File: src/rtl/mux_channel_arbiter.sv
// mux_channel_arbiter
// Round-robin arbiter that shares one registered W-bit output channel among
// N_REQ valid/ready requesters. The winner's data is routed through a binary
// tree of 2:1 mux cells and captured in a single output stage. The output
// stage has its own valid/ready handshake, so it sustains one word per cycle.
module mux_channel_arbiter #(
   parameter int N_REQ = 4,
   parameter int W     = 8
) (
   input  logic                       clk,
   input  logic                       rst,        // asynchronous, active low
   input  logic [N_REQ-1:0]           req_valid,
   input  logic [N_REQ*W-1:0]         req_data,
   output logic [N_REQ-1:0]           req_ready,
   output logic                       out_valid,
   output logic [W-1:0]               out_data,
   output logic [$clog2(N_REQ)-1:0]   out_src,
   input  logic                       out_ready
);

   localparam int SW    = $clog2(N_REQ);
   localparam int N_PAD = 1 << SW;      // leaves of the mux tree

   typedef enum logic {
      EMPTY = 1'b0,
      FULL  = 1'b1
   } state_t;

   state_t          state_q, state_d;
   logic [SW-1:0]   last_grant_q, last_grant_d;
   logic [W-1:0]    out_data_q, out_data_d;
   logic [SW-1:0]   out_src_q, out_src_d;

   logic [SW-1:0]   pick_g;
   logic            pick_found;
   logic            can_load;
   logic            accept;
   logic [W-1:0]    mux_tree [1:2*N_PAD-1];

   // The only pointer arithmetic in the block: modulo-N_REQ increment.
   function automatic logic [SW-1:0] wrap_inc(input logic [SW-1:0] p);
      return (p == SW'(N_REQ - 1)) ? '0 : p + SW'(1);
   endfunction

   // Cyclic search for the first valid requester after the last grant.
   always_comb begin
      logic [SW-1:0] ptr;
      pick_g     = '0;
      pick_found = 1'b0;
      ptr        = wrap_inc(last_grant_q);
      for (int i = 0; i < N_REQ; i++) begin
         if (!pick_found && req_valid[ptr]) begin
            pick_g     = ptr;
            pick_found = 1'b1;
         end
         ptr = wrap_inc(ptr);
      end
   end

   // The output register can take a word when empty or when it is being drained.
   assign can_load = (state_q == EMPTY) || out_ready;
   assign accept   = can_load && pick_found;

   genvar gi;

   // One-hot ready toward the winner; independent of req_data.
   generate
      for (gi = 0; gi < N_REQ; gi++) begin : g_ready
         assign req_ready[gi] = accept && (pick_g == SW'(gi));
      end
   endgenerate

   // Mux tree leaves, heap-indexed: leaf k lives at N_PAD+k. Padding leaves
   // (non power-of-two N_REQ) are tied to zero and are never selected.
   generate
      for (gi = 0; gi < N_PAD; gi++) begin : g_leaf
         if (gi < N_REQ) begin : g_real
            assign mux_tree[N_PAD+gi] = req_data[gi*W +: W];
         end else begin : g_pad
            assign mux_tree[N_PAD+gi] = '0;
         end
      end
   endgenerate

   // 2:1 mux cells: the cell at depth gi is steered by pick_g bit SW-1-gi,
   // so the root (node 1) uses the MSB and the last level uses the LSB.
   generate
      for (gi = 0; gi < SW; gi++) begin : g_lvl
         for (genvar gj = 0; gj < (1 << gi); gj++) begin : g_cell
            localparam int NODE = (1 << gi) + gj;
            assign mux_tree[NODE] = pick_g[SW-1-gi] ? mux_tree[2*NODE+1]
                                                    : mux_tree[2*NODE];
         end
      end
   endgenerate

   // Next-state and datapath load decisions.
   always_comb begin
      state_d      = state_q;
      last_grant_d = last_grant_q;
      out_data_d   = out_data_q;
      out_src_d    = out_src_q;
      if (accept) begin
         state_d      = FULL;
         last_grant_d = pick_g;
         out_data_d   = mux_tree[1];
         out_src_d    = pick_g;
      end else if ((state_q == FULL) && out_ready) begin
         state_d = EMPTY;
      end
   end

   // State register; reset discards any pending word.
   always_ff @(posedge clk or negedge rst) begin
      if (!rst) begin
         state_q <= EMPTY;
      end else begin
         state_q <= state_d;
      end
   end

   // Output stage and round-robin pointer; pointer resets so requester 0 wins first.
   always_ff @(posedge clk or negedge rst) begin
      if (!rst) begin
         last_grant_q <= SW'(N_REQ - 1);
         out_data_q   <= '0;
         out_src_q    <= '0;
      end else begin
         last_grant_q <= last_grant_d;
         out_data_q   <= out_data_d;
         out_src_q    <= out_src_d;
      end
   end

   assign out_valid = (state_q == FULL);
   assign out_data  = out_data_q;
   assign out_src   = out_src_q;

endmodule

File: config.mk
export PLATFORM = sky130hd
export DESIGN_NAME = mux_channel_arbiter
export DESIGN_NICKNAME = d
export VERILOG_FILES = /design/src/rtl/mux_channel_arbiter.sv
export SDC_FILE = /design/constraint.sdc
export NUM_CORES = 1
export LEC_CHECK = 0
export BUFFER_PORTS_ARGS = -buffer_cell sky130_fd_sc_hd__buf_2
export CORE_MARGIN = 5
export CORE_UTILIZATION = 45
export CTS_CLUSTER_DIAMETER = 30
export DETAILED_ROUTE_END_ITERATION = 6
export GPL_TIMING_DRIVEN = 0
export PLACE_DENSITY = 0.87
export SETUP_SLACK_MARGIN = 0.5
export SYNTH_ARGS = -nofsm -noshare
export SYNTH_HDL_FRONTEND = slang
export SYNTH_SLANG_ARGS = --single-unit
File: constraint.sdc
create_clock -name clk -period 3.65 [get_ports clk]
set_input_delay 0.1825 -clock clk [delete_from_list [all_inputs] [get_ports clk]]
set_output_delay 0.1825 -clock clk [all_outputs]
set_load 0.02 [all_outputs]
### After elaboration in Yosys (flattened, before gate mapping)

Index checks and enable logic that the tools add are counted.
Widths: inputs -> output; s select.

| cells by class | value |
|---|---|
| reduce and logical (&&, ||, !) cells | 15 |
| add/sub/neg operators | 4 |
| bitwise logic cells | 1 |
| multiplexer cells | 25 |
| order comparisons | 4 |
| eq/ne operators | 7 |

Operators by type and width:

| kind | count |
|---|---|
| $mux 8 | 3 |
| $mux 2 | 8 |
| $eq 2x2->1 const B | 6 |
| $lt 2x3->1 const B | 4 |
| $mux 1 | 10 |
| $logic_and 1x1->1 | 9 |
| $add 2x1->2 const B | 4 |
| $bmux 1 s2 | 4 |
| $logic_not 1->1 | 3 |
| $eq 2x1->1 const B | 1 |
| $logic_not 2->1 | 1 |
| $reduce_bool 2->1 | 1 |
| $logic_or 1x1->1 | 1 |
| $not 1->1 | 1 |

| word-level totals | value |
|---|---|
| word-level logic and storage cells | 60 |
| register bits | 13 |

### Logic depth before layout (Yosys ltp)

Gate-level depths: netlist of run 1.

| depth | value |
|---|---|
| depth after elaboration | 16 |
| depth in mapped cells | 9 |
| depth with buffers taken out | 7 |

### Least setup slack after synthesis of run 1

No wires, ideal clock.

| path | value |
|---|---|
| path kind | reg-to-output |
| from | register last_grant_q[0] |
| to | output req_ready[1] |
| path slack | 1.347 ns |
| stages on the path, launching flop included | 8 |
| data arrival time | 2.121 ns |
| data required time | 3.467 ns |
| path through | dfstp_2 ha_1 or3_1 o311ai_1 a31oi_1 o211ai_2 buf_4 nor3_1 |

| between the ends | value |
|---|---|
| word-level cells in the longest chain between the ends | 16 |
| elaborated cells between the ends (all ways) | 37 |

Ends and longest elaborated chain:

| element | RTL line | RTL |
|---|---|---|
| start: declaration | 30 | `logic [SW-1:0] last_grant_q, last_grant_d;` |
| start signal: assignment | 125 | `last_grant_q <= SW'(N_REQ - 1);` |
| start signal: assignment | 129 | `last_grant_q <= last_grant_d;` |
| $add 2x1->2 / $eq 2x2->1 (equally long branches) | 42 | `return (p == SW'(N_REQ - 1)) ? '0 : p + SW'(1);` |
| $mux 2 * | 42 |  |
| branches (longest 13 deep; another with $add 2x1->2) | -- |  |
| $logic_and 1x1->1 * | 69 | `assign req_ready[gi] = accept && (pick_g == SW'(gi));` |
| end: declaration | 14 | `output logic [N_REQ-1:0] req_ready,` |

Mark *: on every way between the ends. The select of a mux whose other input is x is not followed.

### Final worst setup path of run 1

Same ends and word-level chain as after synthesis.

==> results.yml, run 1 <==
cells_and_area:
  drive_gt1_share_pct: 46.9
  area_growth_pct: 34.5
  diodes: 0
  fin_util_pct: 65.3
  nets: 203
  stdcell_area_um2: 1310
worst_setup_path:
  arrival_ns: 2.54
  startpoint: "last_grant_q[0]$_DFFE_PN1P_"
  start_kind: "register"
  endpoint_kind: "output pin"
  path_max_fanout: 10
  endpoint: "req_ready[1]"
  worstPathCellList: "ha_1, or3_1, o311ai_1, a31oi_1, o211ai_2, buf_4, nor3_1, buf_2"
  worstPathRequired_ns: 3.47
  critical_path_class: "register to output pin"
  slowest_delay_ns: 0.55
  r2r-end: "out_data[3]$_DFFE_PN0P_"
  reg2reg_depth: 7
  r2r_setup_slack_ns: 1.27
  critPathSlowestCell: "dfstp_2"
  r2r-start: "last_grant_q[0]$_DFFE_PN1P_"
power_and_ir_drop:
  combinationalPowerShare_pct: 67.0
  power_leakage_nw: 0.668
  p_int_w: 0.000566
  p_sw_w: 0.000463
  cellPowerDensity_nw_per_um2: 788
  power.share.clock_pct: 8.5
  seqPwrFrac_pct: 24.5
  swShare_pct: 45.0
  ir_drop_uv: 542
global_route:
  grt_max_degree: 14
  grt-busiest-layer: "met2"
  overflow: 0
  grt_pass1_vias: 1014
  grt_pass1_wl_mm: 4.27
  use_met2_pct: 28.7
  grt_use_met3_pct: 4.36
  grt.total_usage_pct: 16.5
  antenna_found_initial: 0
  grt_util_met1_pct: 19.5
sta:
  final.setup.worst_slack_ns: 0.926
  worst_pin_slew_ns: 0.648
  tns_ns: 0
  min_period_ns: 2.72
  setup-violations-final: 0
  fmax_ghz: 0.367
  relSlewSlack_pct: 56.8
  clock_skew_ns: 0.000555
  rsz0062_at_grt: "no"
  hold_viol: 0
  post-route-period-util_pct: 74.6
  slew_violations: 0
clock_tree:
  clk_pin_slew_ns: 0.08
  cts_tree: "yes"
  cts_sinks: 13
  ctsLongestPathBuffers: 2
  cts-root-buf: "clkbuf_4"
  cts_buffers: 3
  cts_max_level: 1
  clk_latency_ns: 0.27
  post_cts_resized: 0
drt:
  wl_per_cell_um: 13.7
  dr.pass1.iters: 4
  ant_nets: 0
  vias: 1005
  first_iter_violations: 10
  viasPerCell: 5.32
  wirelength_mm: 2.59
  drc: 0
floorplan:
  die-height_um: 56.5
  initial_core_util_pct: 48.5
  row_count: 16
  ios: 54
  die_area_um2: 3190
  core_um2: 2000
  die_w_um: 56.5
place:
  port_buffers: 53
  place_area_um2: 1270
  dp_hpwl_mm: 2.05
  gp_congestion: 0.730
  pre_cts_ws_ns: 1.25
yosys:
  synth_cells: 104
  synth_area_um2: 971
  async_reset_ff_share_pct: 100
  ys_types: 32
  ys_ff_latch: 13
  seq_area_frac_synth_pct: 33.8
  synth.area.top_cells: "dfrtp_1 28%, mux2i_1 11%, mux2_2 8.1%"
  yosys_warnings: 0
  synth_ff_type: "dfrtp_1"
  synth_edf_count: 0
  yosysTopAreaCell: "dfrtp_1"
  synth_fp_nets: 144
  netlist.area_leader.share_pct: 28.4
  syn_avg_cell_area_um2: 9.34
job:
  drv_cap: 0
run_status:
  status: "finished clean"
min_path:
  hold_path.class: "input pin to register"
[sequential cells by signal, summed over array words and instances (netlist names)]
signal,flops
last_grant_q,2
out_data,8
out_src,2
out_valid,1
[power groups by stage]
| stage | logic, W | clock network [W] | registers, W |
|---|---|---|---|
| 6_report | 0.000689 | 0.0000878 | 0.000252 |
| 5_1_grt | 0.000747 | 0.0000959 | 0.000259 |
| 4_1_cts | 0.000693 | 0.0000902 | 0.000252 |
| 3_5_place_dp | 0.000691 | 0 | 0.000252 |
| 3_3_place_gp | 0.000670 | 0 | 0.000251 |
| 2_1_floorplan | 0.000452 | 0 | 0.000317 |
[routing by layer]
layer | up-vias | wire length (um) | part of all wire [%]
met5 | - | 0 | 0
met4 | 0 | 30 | 1.2
met3 | 4 | 221 | 8.5
met2 | 47 | 1290 | 50
met1 | 461 | 1040 | 40
li1 | 493 | - | -
[repair_timing]
item | CTS | global route
buffers inserted | 0 | 0
hold buffers | 1 | 0
hold endpoints to repair | 11 | 0
[per-stage QoR]
stage | power [W] | instances | hold WS (ns)
CTS | 0.00104 | 189 | 0.167
detailed placement | 0.000943 | 184 | 0.0851
finish | 0.00103 | 189 | 0.167
floorplan | 0.000769 | 104 | -0.113
global placement | 0.000921 | 184 | 0.0825
global route | 0.00110 | 189 | 0.194
[critical path: cells and delay by family (launching register included)]
kind,cells,cell delay (ns)
buffers and inverters,2,0.49
flip-flops,1,0.55
AND/OR/NAND/NOR,2,0.37
AO/OA/AOI/OAI,3,0.58
adder cells (fa/ha/maj),1,0.29
[Yosys cell counts, types with 2 or more instances]
cell / count
nor2_1: 18
dfrtp_1: 11
mux2i_1: 11
nand2_1: 11
mux2_2: 7
a211oi_2: 5
o21ai_1: 5
a21oi_1: 3
buf_6: 3
inv_1: 3
nor2b_1: 3
dfstp_2: 2
nor4_1: 2
o31a_1: 2
[cell type report]
type	count	area, um^2
well taps	27	33.8
plain buffers	5	45.0
clock buffers	4	26.3
repair buffers	54	275
fillers	166	696
inverters	3	11.3
flip-flops and latches	13	328
multi-input cells	83	587
[how the worst min path moves through the flow]
stage	from	endpoint	cells past startpoint
3_5_place_dp	rst	out_data[6]$_DFFE_PN0P_	1
2_1_floorplan	rst	out_data[0]$_DFFE_PN0P_	0
5_1_grt	out_ready	out_valid$_DFFE_PN0P_	4
6_report	out_ready	out_valid$_DFFE_PN0P_	4
3_3_place_gp	rst	out_data[6]$_DFFE_PN0P_	1
4_1_cts	out_ready	out_valid$_DFFE_PN0P_	4
[logic make-up after synthesis]
family / after synthesis / synth area share, %
muxes: 19 / 20.6
and+or+nand+nor: 40 / 19.1
buffers and inverters: 8 / 5.80
adders and majority gates: 1 / 1.29
AOI/OAI and AO/OA: 23 / 19.5
DFF: 13 / 33.8
[layout by cell type (no fill, tap or decap), types with 2 or more instances in the layout]
| master | n |
|---|---|
| buf_2 | 53 |
| nor2_1 | 18 |
| mux2i_1 | 11 |
| nand2_1 | 11 |
| dfrtp_1 | 11 |
| mux2_2 | 7 |
| a211oi_2 | 5 |
| o21ai_1 | 5 |
| inv_1 | 3 |
| buf_6 | 3 |
| a21oi_1 | 3 |
| nor2b_1 | 3 |
| clkbuf_4 | 3 |
| o31a_1 | 2 |
| nor4_1 | 2 |
| dfstp_2 | 2 |
Note: power is estimated with default switching activity, not from simulation.
==> inputs of run 2 (changes only) <==
Settings changed: ABC_AREA set to 1, PLACE_DENSITY 0.87 to 0.82.
Clock period 3.65 ns to 2.6 ns, I/O delays scaled along.
==> results.yml, run 2 <==
run_status:
  status: "finished clean"
global_route:
  grt_pass1_vias: 1547
  overflow: 0
  antenna_found_initial: 0
  grt_pass1_wl_mm: 6.51
  grt.total_usage_pct: 19.2
  grt_max_degree: 14
worst_setup_path:
  r2r-start: "last_grant_q[0]$_DFFE_PN1P_"
  r2r-end: "last_grant_q[0]$_DFFE_PN1P_"
  start_kind: "register"
  cp_num_buf_inv: 4
  critical_path_class: "register to output pin"
  crit_family: "simple AND/OR/NAND/NOR gates"
  critPathSlowestCell: "dfstp_2"
  slowest_delay_ns: 0.58
  endpoint_kind: "output pin"
  path_max_fanout: 5
  arrival_ns: 2.36
  worstPathCellList: "ha_4, inv_6, o21ai_4, nand2_2, nand2_2, nand2_4, nand2_4, nor2_4, nand3_2, o21ai_4, inv_4, buf_6, nand2_4, nor2_4, buf_6"
  endpoint: "req_ready[1]"
  reg2reg_depth: 15
  cp.depth: 15
  crit_top_cell: "nand2_4"
  startpoint: "last_grant_q[0]$_DFFE_PN1P_"
  worstPathRequired_ns: 2.47
  r2r_setup_slack_ns: 0.18
floorplan:
  initial_core_util_pct: 46.6
  die_w_um: 63.2
  ios: 54
  row_count: 19
  core_um2: 2730
  die-height_um: 63.2
  die_area_um2: 4000
clock_tree:
  clk_pin_slew_ns: 0.08
  ctsLongestPathBuffers: 2
  cts_buffers: 3
  clk_latency_ns: 0.28
  cts_max_level: 1
  cts_tree: "yes"
  cts_sinks: 13
  cts-root-buf: "clkbuf_4"
yosys:
  syn_avg_cell_area_um2: 5.93
  seq_area_frac_synth_pct: 25.7
  ys_types: 22
  synth_fa_ha_area_share_pct: 0.981
  synth_compound_area_share_pct: 3.34
  synth_area_um2: 1270
  yosysTopAreaCell: "nand2_1"
  synth-simple-area-share_pct: 52.3
  yosys-top-cells-count: "78 x nand2_1, 47 x nand3_1, 37 x inv_1"
  ys_ff_latch: 13
  synth_mux_area_share_pct: 0
  synth_edf_count: 0
  synth.area.top_cells: "nand2_1 23%, dfrtp_1 22%, nand3_1 18%"
  synth_ff_type: "dfrtp_1"
  synth_cells: 215
  synth_fp_nets: 255
  synth_xor_area_share_pct: 0
  yosysMostFrequentCell: "nand2_1"
  netlist.area_leader.share_pct: 23.0
  async_reset_ff_share_pct: 100
  synth_top_family_by_area: "simple AND/OR/NAND/NOR gates"
  yosys_warnings: 0
drt:
  drc: 0
  wirelength_mm: 4.20
  dr.pass1.iters: 6
  viasPerCell: 5.11
  first_iter_violations: 137
  wl_per_cell_um: 13.0
  ant_nets: 0
  vias: 1644
sta:
  hold_viol: 0
  slew_violations: 0
  relSlewSlack_pct: 79.8
  min_period_ns: 2.49
  worst_pin_slew_ns: 0.303
  post-route-period-util_pct: 95.9
  rsz0062_at_grt: "yes"
  clock_skew_ns: 0.00359
  fmax_ghz: 0.401
  tns_ns: 0
  setup-violations-final: 0
  final.setup.worst_slack_ns: 0.106
place:
  port_buffers: 53
  pre_cts_ws_ns: 0.220
  place_area_um2: 1580
  gp_congestion: 0.824
  dp_hpwl_mm: 2.64
cells_and_area:
  drive_gt1_share_pct: 41.9
  largest_register_ffs: 8
  nets: 332
  stdcell_area_um2: 1980
  final_common_cell: "nand2_1"
  area_growth_pct: 55.2
  mostFrequentLayoutCells: "71 x nand2_1, 50 x buf_2, 42 x nand3_1, 37 x inv_1, 15 x buf_4"
  diodes: 0
min_path:
  hold_path.class: "input pin to register"
job:
  drv_cap: 0
[run 2: worst min path at each step]
stage	depth (start not counted)	end	startpoint	slack (ns)
CTS	2	out_valid$_DFFE_PN0P_	out_ready	0.10
finish	2	out_valid$_DFFE_PN0P_	out_ready	0.08
global placement	1	out_data[1]$_DFFE_PN0P_	rst	0.02
global route	2	out_valid$_DFFE_PN0P_	out_ready	0.08
detailed placement	1	out_data[1]$_DFFE_PN0P_	rst	0.03
floorplan	0	out_data[0]$_DFFE_PN0P_	rst	-0.17
[run 2: what timing repair did]
item	CTS	global route
buffers inserted	16	2
pin swaps	10	12
endpoints found under the setup margin	17	17
hold buffers	1	0
resized for setup	31	23
endpoints found under the hold margin	11	0
[run 2: area by class of cell]
cell class	instances	area [um^2]
Multi-Input combinational cell	154	896
Fill cell	209	756
Timing Repair Buffer	72	450
Sequential cell	13	328
Inverter	41	166
Buffer	7	72.6
Tap cell	31	38.8
Clock buffer	4	26.3
[run 2: metrics by stage]
stage | instances | utilization [%] | hold slack (ns)
global route | 322 | 72.4 | 0.0793
global placement | 299 | 57.9 | 0.0241
detailed placement | 299 | 57.9 | 0.0340
floorplan | 215 | - | -0.166
CTS | 320 | 68.0 | 0.104
finish | 322 | 72.4 | 0.0831
[run 2: worst register-to-register path, cell delays in order (launching register included)]
cell and delay (ns):
dfstp_2 0.58, ha_4 0.21, inv_6 0.06, o21ai_4 0.08, buf_4 0.14, nand3_1 0.14, nand2_2 0.15, nand4_2 0.15
nand2_4 0.13, buf_8 0.14, nand2_4 0.07, buf_6 0.11, buf_6 0.10, buf_6 0.10, buf_6 0.11, o21ai_1 0.08
[run 2: cells by family after synthesis]
family | after synthesis
buffers and inverters | 48
and+or+nand+nor | 146
DFF | 13
AOI/OAI and AO/OA | 7
adders and majority gates | 1
[run 2: layer usage]
layer | GRT usage, % | up-vias | part of all wire, % | wire length [um]
met5 | 0 | - | 0 | 0
met4 | 7.01 | 0 | 2.0 | 82
met3 | 4.26 | 17 | 8.9 | 374
met2 | 31.5 | 86 | 51 | 2130
met1 | 24.6 | 726 | 38 | 1610
li1 | - | 815 | - | -
Power of run 2 is not shown: default switching activity piles up to over one toggle a cycle in this logic, so the estimate is an artifact.
==> inputs of run 3 (changes only) <==
Settings changed: CTS_BUF_LIST set to sky130_fd_sc_hd__clkbuf_4 sky130_fd_sc_hd__clkbuf_8.
==> results.yml, run 3 (synthesis results as in run 2) <==
place:
  dp_hpwl_mm: 2.64
  place_inst: 299
  pre_cts_ws_ns: 0.220
  port_buffers: 53
  gp_congestion: 0.824
cells_and_area:
  nets: 333
  mostFrequentLayoutCells: "71 x nand2_1, 50 x buf_2, 41 x nand3_1, 36 x inv_1, 15 x buf_4"
  final_common_cell: "nand2_1"
  fin_util_pct: 73.2
  multi_input_area_um2: 905
  register_area_um2: 328
  stdcell_count: 323
  fillers: 212
  drive_gt1_share_pct: 43.5
  diodes: 0
  area_growth_pct: 57.0
  largest_register_ffs: 8
sta:
  relSlewSlack_pct: 78.5
  worst_pin_slew_ns: 0.323
  clock_skew_ns: 0.00323
  min_period_ns: 2.51
  setup-violations-final: 0
  fmax_ghz: 0.399
  tns_ns: 0
  final.setup.worst_slack_ns: 0.0911
  slew_violations: 0
  post-route-period-util_pct: 96.5
  rsz0062_at_grt: "yes"
  hold_viol: 0
clock_tree:
  clk_pin_slew_ns: 0.09
  cts-root-buf: "clkbuf_4"
  cts_buffers: 3
  cts_max_level: 1
  cts_sinks: 13
  cts_tree: "yes"
  clk_latency_ns: 0.29
  ctsLongestPathBuffers: 2
floorplan:
  row_count: 19
  initial_core_util_pct: 46.6
  die_area_um2: 4000
  core_um2: 2730
  die_w_um: 63.2
  ios: 54
  die-height_um: 63.2
global_route:
  grt_pass1_wl_mm: 6.53
  grt_pass1_vias: 1546
  grt_max_degree: 14
  antenna_found_initial: 0
  grt.total_usage_pct: 19.4
  overflow: 0
worst_setup_path:
  critical_path_class: "register to output pin"
  arrival_ns: 2.38
  reg2reg_depth: 18
  worstPathRequired_ns: 2.47
  start_kind: "register"
  path_max_fanout: 5
  endpoint_kind: "output pin"
drt:
  drc: 0
  viasPerCell: 5.11
  first_iter_violations: 123
  vias: 1649
  ant_nets: 0
  wl_per_cell_um: 13.6
  wirelength_mm: 4.39
  dr.pass1.iters: 7
run_status:
  status: "finished clean"
job:
  drv_cap: 0
min_path:
  hold_path.class: "input pin to register"
  hold_depth: 2
run 3: changes by cell type in the layout (fill, tap and decap cells not counted), sizes merged:
cell	change
buf	+1
run 3: what timing repair did:
action / CTS / global route
setup endpoints to repair: 17 / 17
hold endpoints to repair: 13 / 0
resized for setup: 31 / 27
hold buffers: 1 / 0
buffers inserted: 16 / 3
pin swaps: 10 / 14
run 3: final timing paths:
kind,startpoint,end,slack [ns]
max,last_grant_q[0]$_DFFE_PN1P_,req_ready[1],0.09
max reg2reg,last_grant_q[0]$_DFFE_PN1P_,out_src[0]$_DFFE_PN0P_,0.19
min in group asynchronous,rst,out_valid$_DFFE_PN0P_,0.26
max in group asynchronous,rst,last_grant_q[1]$_DFFE_PN1P_,2.05
min reg2reg,out_data[7]$_DFFE_PN0P_,out_data[7]$_DFFE_PN0P_,0.49
min,out_ready,out_valid$_DFFE_PN0P_,0.08
run 3: critical path, cell delays in order, from the launching register on:
cell and delay [ns]:
dfstp_2 0.59, ha_4 0.24, inv_6 0.08, o21ai_4 0.07, nand2_2 0.11, nand2_2 0.08, nand2_4 0.10, nand2_4 0.07
nor2_4 0.10, nand3_2 0.10, o21ai_4 0.11, inv_4 0.07, buf_6 0.13, nand2_4 0.07, nor2_4 0.04, buf_6 0.12
run 3: metal layers:
layer	vias up	GRT usage (%)	wire length, um
li1	819	-	-
met1	739	24.7	1630
met2	77	32.6	2230
met3	14	3.55	412
met4	0	7.01	115
met5	-	0	0
run 3: area by class of cell:
type                    count  share of cell area [%]
multi-input cells         154                    45.2
clock buffers               4                    1.50
flip-flops and latches     13                    16.4
inverters                  41                    8.31
repair buffers             73                    22.9
plain buffers               7                    3.81
well taps                  31                    1.94
run 3: stage by stage:
stage,hold slack [ns],cell area [um^2]
finish,0.0789,2000
global route,0.0761,2000
CTS,0.0914,1860
detailed placement,0.0340,1580
global placement,0.0241,1580
floorplan,-0.166,1280
Power of run 3 is left out for the same reason.
